### src/rtl/mc_ctrl.sv
// mc_ctrl: multi-cycle RV32I control FSM with memory handshake, illegal-op trap and retire counter
module mc_ctrl #(
  parameter int ALUOP_W  = 5,
  parameter int EXTOP_W  = 6,
  parameter int CNT_W    = 32,
  parameter bit MEM_WAIT = 1'b1
) (
  input  logic               clk,
  input  logic               reset,
  input  logic [6:0]         Op,
  input  logic [6:0]         Funct7,
  input  logic [2:0]         Funct3,
  input  logic               Zero,
  input  logic               Lt,
  input  logic               Ltu,
  input  logic               mem_ready,
  output logic               PCWrite,
  output logic               IRWrite,
  output logic               RegWrite,
  output logic               MemRead,
  output logic               MemWrite,
  output logic [2:0]         DMType,
  output logic [EXTOP_W-1:0] EXTOp,
  output logic [ALUOP_W-1:0] ALUOp,
  output logic               ALUSrcA,
  output logic               ALUSrc,
  output logic [2:0]         NPCOp,
  output logic [1:0]         WDSel,
  output logic               illegal,
  output logic               retire,
  output logic [CNT_W-1:0]   instr_cnt
);
  typedef enum logic [2:0] {FETCH = 3'd0, DECODE = 3'd1, EXEC = 3'd2, MEM = 3'd3, WB = 3'd4, TRAP = 3'd5} state_t;
  localparam logic [6:0] OP_R = 7'b0110011, OP_I = 7'b0010011, OP_LD = 7'b0000011, OP_ST = 7'b0100011;
  localparam logic [6:0] OP_BR = 7'b1100011, OP_JAL = 7'b1101111, OP_JALR = 7'b1100111;
  localparam logic [6:0] OP_LUI = 7'b0110111, OP_AUIPC = 7'b0010111;
  localparam logic [4:0] AOP_NOP = 5'd0, AOP_LUI = 5'd1, AOP_ADD = 5'd2, AOP_SUB = 5'd3, AOP_SLL = 5'd4, AOP_SLT = 5'd5;
  localparam logic [4:0] AOP_SLTU = 5'd6, AOP_XOR = 5'd7, AOP_SRL = 5'd8, AOP_SRA = 5'd9, AOP_OR = 5'd10, AOP_AND = 5'd11;
  localparam logic [5:0] EXT_SHAMT = 6'b100000, EXT_I = 6'b010000, EXT_S = 6'b001000;
  localparam logic [5:0] EXT_B = 6'b000100, EXT_U = 6'b000010, EXT_J = 6'b000001;
  localparam logic [2:0] NPC_PLUS4 = 3'b000, NPC_BRANCH = 3'b001, NPC_JUMP = 3'b010, NPC_JALR = 3'b100;
  localparam logic [1:0] WD_ALU = 2'b00, WD_MEM = 2'b01, WD_PC = 2'b10;
  state_t r_state;
  logic r_illegal;
  logic [CNT_W-1:0] r_cnt;
  logic w_r, w_i, w_ld, w_st, w_br, w_jal, w_jalr, w_lui, w_auipc, w_alt, w_legal, w_rdy, w_taken;
  logic w_f, w_e, w_m, w_w, w_x, w_jmp;
  logic [4:0] w_aop;
  logic [5:0] w_ext;
  assign w_r     = Op == OP_R;
  assign w_i     = Op == OP_I;
  assign w_ld    = Op == OP_LD;
  assign w_st    = Op == OP_ST;
  assign w_br    = Op == OP_BR;
  assign w_jal   = Op == OP_JAL;
  assign w_jalr  = Op == OP_JALR;
  assign w_lui   = Op == OP_LUI;
  assign w_auipc = Op == OP_AUIPC;
  assign w_jmp   = w_jal || w_jalr;
  assign w_alt   = Funct7 == 7'b0100000;
  assign w_rdy   = !MEM_WAIT || mem_ready;
  // Only sub/sra (and srai) may carry the alternate funct7; anything else non-zero is not RV32I.
  assign w_legal = w_r    ? (Funct7 == 7'd0 || (w_alt && (Funct3 == 3'b000 || Funct3 == 3'b101))) :
                   w_i    ? (Funct3 == 3'b001 ? Funct7 == 7'd0 : Funct3 == 3'b101 ? (Funct7 == 7'd0 || w_alt) : 1'b1) :
                   w_ld   ? (Funct3 != 3'b011 && Funct3[2:1] != 2'b11) :
                   w_st   ? (!Funct3[2] && Funct3 != 3'b011) :
                   w_br   ? Funct3[2:1] != 2'b01 :
                   w_jalr ? Funct3 == 3'b000 :
                   (w_jal || w_lui || w_auipc);
  assign w_taken = (Funct3[2] ? (Funct3[1] ? Ltu : Lt) : Zero) ^ Funct3[0];
  assign w_ext   = w_i ? (Funct3[1:0] == 2'b01 ? EXT_SHAMT : EXT_I) :
                   (w_ld || w_jalr) ? EXT_I : w_st ? EXT_S : w_br ? EXT_B :
                   (w_lui || w_auipc) ? EXT_U : w_jal ? EXT_J : 6'd0;
  always_comb begin
    w_aop = AOP_ADD;
    if (w_r || w_i)
      case (Funct3)
        3'b000:  w_aop = (w_r && Funct7[5]) ? AOP_SUB : AOP_ADD;
        3'b001:  w_aop = AOP_SLL;
        3'b010:  w_aop = AOP_SLT;
        3'b011:  w_aop = AOP_SLTU;
        3'b100:  w_aop = AOP_XOR;
        3'b101:  w_aop = Funct7[5] ? AOP_SRA : AOP_SRL;
        3'b110:  w_aop = AOP_OR;
        default: w_aop = AOP_AND;
      endcase
    else if (w_br)
      w_aop = AOP_SUB;
    else if (w_lui)
      w_aop = AOP_LUI;
    else if (w_jal)
      w_aop = AOP_NOP;
  end
  always_ff @(posedge clk) begin
    if (reset) begin
      r_state   <= FETCH;
      r_illegal <= 1'b0;
      r_cnt     <= '0;
    end else begin
      if (retire) r_cnt <= r_cnt + 1'b1;
      case (r_state)
        FETCH:  if (w_rdy) r_state <= DECODE;
        DECODE: begin
          r_state <= w_legal ? EXEC : TRAP;
          if (!w_legal) r_illegal <= 1'b1;
        end
        EXEC:   r_state <= (w_ld || w_st) ? MEM : (w_br || w_jmp) ? FETCH : WB;
        MEM:    if (w_rdy) r_state <= w_ld ? WB : FETCH;
        WB:     r_state <= FETCH;
        default: r_state <= TRAP;
      endcase
    end
  end
  assign w_f = !reset && r_state == FETCH;
  assign w_e = !reset && r_state == EXEC;
  assign w_m = !reset && r_state == MEM;
  assign w_w = !reset && r_state == WB;
  assign w_x = w_e || w_m || w_w;
  assign MemRead   = w_f || (w_m && w_ld);
  assign MemWrite  = w_m && w_st;
  assign IRWrite   = w_f && w_rdy;
  assign PCWrite   = IRWrite || (w_e && ((w_br && w_taken) || w_jmp));
  assign NPCOp     = (w_e && w_br && w_taken) ? NPC_BRANCH : (w_e && w_jal) ? NPC_JUMP :
                     (w_e && w_jalr) ? NPC_JALR : NPC_PLUS4;
  assign RegWrite  = w_w || (w_e && w_jmp);
  assign WDSel     = (w_e && w_jmp) ? WD_PC : (w_w && w_ld) ? WD_MEM : WD_ALU;
  assign retire    = w_w || (w_e && (w_br || w_jmp)) || (w_m && w_st && w_rdy);
  assign DMType    = w_m ? Funct3 : 3'b000;
  assign ALUOp     = w_x ? ALUOP_W'(w_aop) : '0;
  assign EXTOp     = w_x ? EXTOP_W'(w_ext) : '0;
  assign ALUSrc    = w_x && (w_i || w_ld || w_st || w_jalr || w_lui || w_auipc);
  assign ALUSrcA   = w_x && w_auipc;
  assign illegal   = r_illegal;
  assign instr_cnt = r_cnt;
endmodule

### config.mk
export PLATFORM = sky130hd
export DESIGN_NAME = mc_ctrl
export DESIGN_NICKNAME = d
export VERILOG_FILES = /design/src/rtl/mc_ctrl.sv
export SDC_FILE = /design/constraint.sdc
export NUM_CORES = 1
export LEC_CHECK = 0
export BUFFER_PORTS_ARGS = -buffer_cell sky130_fd_sc_hd__clkbuf_2
export CAP_MARGIN = 20
export CORE_MARGIN = 1.5
export CORE_UTILIZATION = 40
export DETAILED_ROUTE_END_ITERATION = 10
export GPL_TIMING_DRIVEN = 0
export HOLD_SLACK_MARGIN = 0.15
export PLACE_DENSITY_LB_ADDON = 0.08
export RECOVER_POWER = 25
export SLEW_MARGIN = 20
export SYNTH_ARGS = -nofsm -noshare
export SYNTH_HDL_FRONTEND = slang
export SYNTH_SLANG_ARGS = --single-unit
### constraint.sdc
create_clock -name clk -period 3.2 [get_ports clk]
set_clock_uncertainty 0.15 [all_clocks]
set_input_delay 0.8 -clock clk [delete_from_list [all_inputs] [get_ports clk]]
set_output_delay 0.8 -clock clk [all_outputs]
set_load 0.005 [all_outputs]
==> results <==
- The flow ran to the end, and the final reports show no timing, DRC or antenna violations.
- The number of filler cells placed in the layout is 635.
- The detailed router finished its first iteration with ~140 violations.
- STA classifies the critical path endpoint as a primary output.
- The max-cap violation count is 0.
- The number of antenna cells inserted is 0.
- The time the worst path needs with I/O delays and setup is around 3.1 ns.
- Counting flops and latches in the post-synthesis netlist gives 36.
- The number of vias per cell after detailed routing is 5.72.
- The mean instance size in the synthesized netlist is between 7 and 8 µm².
- The async set or reset register ratio after synthesis is 0%.
- The area taken by flip-flops and latches is roughly 700 µm².
- After detailed routing, the average wire length per cell comes to 15.0 µm.
- The width of the chip is approximately 83 µm.
- The data arrival time at the worst-slack endpoint is around 2.2 ns.
- Summed over all nets, the half-perimeter wirelength after detailed placement is 5490 µm.
- For this design the static power due to leakage is about 1.2 nW.
- The startpoint of the most critical register-to-register path is r_state[2].
- From bottom edge to top edge, the die measures between 80 and 90 µm.
- The proportion of power drawn by the clock network is between 20% and 30%.
- After routing the design area is between 0.003 and 0.004 mm².
- The share of total power dissipated in combinational logic is between 20% and 30%.
- The worst register-to-register path has a setup slack of just under 0.6 ns.
- The net switching power is around 0.37 mW.
- Yosys printed 0 warnings.
- The floorplan step defined a core boundary enclosing 0.00606 mm².
- At the worst endpoint, the required time is between 2 and 2.5 ns.
- For the worst flop-to-flop path, the logic depth is 9.
- The highest ir drop seen on vdd is 0.197 mV.
- For this design, the CTS-stage hold fixing added 0 buffers.
- The number of hold-slack violations in the final timing report is 0.
- Global routing used between 3 and 4% of the available met3 tracks.
- The later-pin clock latency in the skew report is 0.29 ns.
- Adding up every negative setup slack in the final design gives 0 ns.
- The count of buffers added on input and output ports is 80.
- The final cycle utilization of the critical path is between 90% and 100%.
- The iteration count of the initial detailed-routing pass is 4.
- The max-slew violation count is 0.
- STA classifies the critical path startpoint as a primary input.
- The total DRC errors in the routed layout is 0.
- The worst slew margin relative to its limit is a little over three fifths.
- At the end of routability-driven placement, the weighted congestion stood at between 0.9 and 1.
- The multi-input combinational cells in the finished layout cover a total of around 0.0017 mm².
- The effective utilization at floorplan is a little over two fifths.
- For the pin with the worst max-slew slack, the measured transition is approximately 0.56 ns.
- The net switching share of the total power is 32.9%.
- The remaining global-route overflow is 0.
- The first global-routing pass estimated around 12,000 µm of wire.
- The worst-path maximum fanout is 19.
- The design internal power is 0.748 mW.
- Based on the critical path, the design can be clocked at up to around 320 MHz.
- The number of nets produced by synthesis is approximately 360.
- Cells with a size suffix above 1 make up roughly 27% of the layout.
- Entering global routing, the biggest net connects 14 pins.
- During I/O placement, the number of pins put on the boundary was between 80 and 90.
- Global routing used between 20% and 30% of the available tracks.
- The endpoint identified for the worst register-to-register timing path is instr_cnt[29].
- In this run the clock root is driven by a sky130_fd_sc_hd__clkbuf_8.
- Setup repair after global routing could not meet its margin everywhere.
- TritonCTS built the clock tree.
- The filler-free cell count of the finished design is 494.
- The relative contribution of sequential cells to total power is around 43%.
- The power after layout is about 1.1 mW.
- Once placement completed, the tool counted placed cells totaling between 400 and 500.
- The post-detailed-placement cell area is 0.00306 mm².
- The number of clock buffers added by TritonCTS is 5.
- The number of global-route vias before repair is roughly 2,600.
- After floorplanning, the core was divided into 28 placement rows.
- The areal power density over the cells is between 300 and 400 mW/mm².
- Global routing used 36.1% of the available met2 tracks.
- Setup violations remaining at the end of the flow were counted as 0.
- The number of clock sinks seen by CTS is 36.
- In this run the most used layer during global routing was met2.
- The tightest min-delay check is of the reg -> reg type.
- Sequential cells were found to cover approximately 28% of the synthesized design area.
- The post-synthesis to final-layout area growth is 23.0%.
- The number of nets in the layout is between 400 and 500.
- The cell area after synthesis is 0.00256 mm².
- The initial antenna violation count was 0.
- The die covers 0.00690 mm².
- The utilization after layout is between 50% and 60%.
- The H-tree generated during clock tree synthesis spans 2 levels.
- The kind of critical path is in -> out.
- The critical path ends at retire.
- In this run the remaining antenna-violating nets after routing total 0.
- The number of flops mapped to enable cells by yosys is 0.
- The most used flip-flop cell after synthesis is sky130_fd_sc_hd__dfxtp_1.
- The synthesized instance count is 334.
- For this block, the routed nets add up to about 7400 µm of wire.
- The count of cell types in the netlist is 54.
- Clock-pin slew was measured on the worst setup and hold paths at ~0.07 ns.
- The routed via count is 2,824.
- The critical path starts at Op[2].
- The met1 demand-to-capacity share in global routing is 27.5%.
- In this run the deepest clock path goes through 2 buffers.
metal layers:
| metal | vias up | share of wire (%) |
|---|---|---|
| met2 | 79 | 47 |
| li1 | 1419 | - |
| met3 | 7 | 4.6 |
| met1 | 1319 | 47 |
| met4 | 0 | 1.1 |
| met5 | - | 0 |
registers in the layout, indices dropped and copies added, names as in the netlist:
name	cells
instr_cnt	32
r_state	3
illegal	1
power by group through the flow:
stage                     Combinational, mW  Sequential (mW)  Clock, mW
after floorplan                       0.208            0.490          0
after global placement                0.306            0.491          0
after detailed placement              0.304            0.492          0
after CTS                             0.321            0.482      0.313
after global routing                  0.358            0.484      0.336
final                                 0.324            0.482      0.308
cell usage after synthesis, types with 4 or more instances:
| library cell | number | area (µm²) |
|---|---|---|
| sky130_fd_sc_hd__nor2b_1 | 14 | 87.6 |
| sky130_fd_sc_hd__mux2i_1 | 4 | 40.0 |
| sky130_fd_sc_hd__nand2_1 | 23 | 86.3 |
| sky130_fd_sc_hd__nand3_1 | 11 | 55.1 |
| sky130_fd_sc_hd__or3_1 | 5 | 31.3 |
| sky130_fd_sc_hd__a21oi_1 | 29 | 145 |
| sky130_fd_sc_hd__and4_1 | 6 | 52.6 |
| sky130_fd_sc_hd__dfxtp_1 | 36 | 721 |
| sky130_fd_sc_hd__mux2_2 | 4 | 45.0 |
| sky130_fd_sc_hd__and3_1 | 5 | 31.3 |
| sky130_fd_sc_hd__mux2_1 | 6 | 67.6 |
| sky130_fd_sc_hd__and2_1 | 5 | 31.3 |
| sky130_fd_sc_hd__buf_6 | 4 | 45.0 |
| sky130_fd_sc_hd__nor4_1 | 8 | 50.1 |
| sky130_fd_sc_hd__clkbuf_1 | 18 | 67.6 |
| sky130_fd_sc_hd__or2_2 | 5 | 31.3 |
| sky130_fd_sc_hd__nand4_1 | 7 | 43.8 |
| sky130_fd_sc_hd__or4_1 | 19 | 143 |
| sky130_fd_sc_hd__nor2_1 | 32 | 120 |
| sky130_fd_sc_hd__nand2b_1 | 7 | 43.8 |
| sky130_fd_sc_hd__o31ai_1 | 20 | 150 |
| sky130_fd_sc_hd__nor3_1 | 11 | 55.1 |
| sky130_fd_sc_hd__o21ai_0 | 6 | 30.0 |
| sky130_fd_sc_hd__inv_1 | 9 | 33.8 |
timing repair:
action	CTS	global route
buffers inserted	2	0
resized for setup	4	9
pin swaps	3	1
setup endpoints to repair	8	11
cells by family (layout without fill, tap and decap cells):
logic type                 after synthesis  count (layout)  synth area share [%]
and+or+nand+nor                        171             171                  38.8
AOI/OAI and AO/OA                       72              72                  18.6
DFF                                     36              36                  28.1
buffers and inverters                   36             121                  6.88
muxes                                   14              14                  5.96
xor gates and xnor gates                 3               3                  1.03
adders and majority gates                1               1                 0.488
other                                    1               1                 0.146
stage by stage:
| stage | hold WS (ns) | worst slack (ns) |
|---|---|---|
| final | 0.313 | 0.0633 |
| after global placement | 0.300 | -0.328 |
| after floorplan | 0.301 | 0.151 |
| after CTS | 0.322 | -0.0592 |
| after detailed placement | 0.298 | -0.353 |
| after global routing | 0.337 | -0.0270 |
worst max-delay path: stages:
cell,delay (ns)
sky130_fd_sc_hd__clkbuf_2,0.17
sky130_fd_sc_hd__and4bb_2,0.29
sky130_fd_sc_hd__and4_1,0.24
sky130_fd_sc_hd__a211oi_4,0.29
sky130_fd_sc_hd__buf_6,0.23
sky130_fd_sc_hd__inv_1,0.05
sky130_fd_sc_hd__clkbuf_2,0.10
layout make-up:
cell class                      count  area share (%)
Timing Repair Buffer               82            13.0
Tap cell                           75            2.98
Inverter                            9            1.07
Multi-Input combinational cell    262            53.4
Sequential cell                    36            22.9
Clock buffer                        6            2.30
Clock inverter                      1           0.159
Buffer                             23            4.25
how the worst min path moves through the flow:
stage,startpoint,endpoint,depth (start not counted)
5_1_grt,illegal,illegal,2
3_5_place_dp,illegal,illegal,2
2_1_floorplan,illegal,illegal,2
3_3_place_gp,illegal,illegal,2
6_report,illegal,illegal,2
4_1_cts,illegal,illegal,2
layout by cell type (no fill, tap or decap), drive strengths merged, types with 2 or more instances in the layout:
| cell | count |
|---|---|
| a21oi | 29 |
| a31oi | 3 |
| and2 | 5 |
| and3 | 5 |
| and4 | 6 |
| and4bb | 2 |
| buf | 12 |
| clkbuf | 99 |
| dfxtp | 36 |
| inv | 9 |
| mux2 | 10 |
| mux2i | 4 |
| nand2 | 23 |
| nand2b | 7 |
| nand3 | 11 |
| nand3b | 3 |
| nand4 | 7 |
| nor2 | 32 |
| nor2b | 14 |
| nor3 | 11 |
| nor3b | 2 |
| nor4 | 9 |
| o21ai | 6 |
| o31ai | 20 |
| or2 | 6 |
| or3 | 5 |
| or4 | 19 |
| xor2 | 2 |
(Power assumes the default switching activity.)
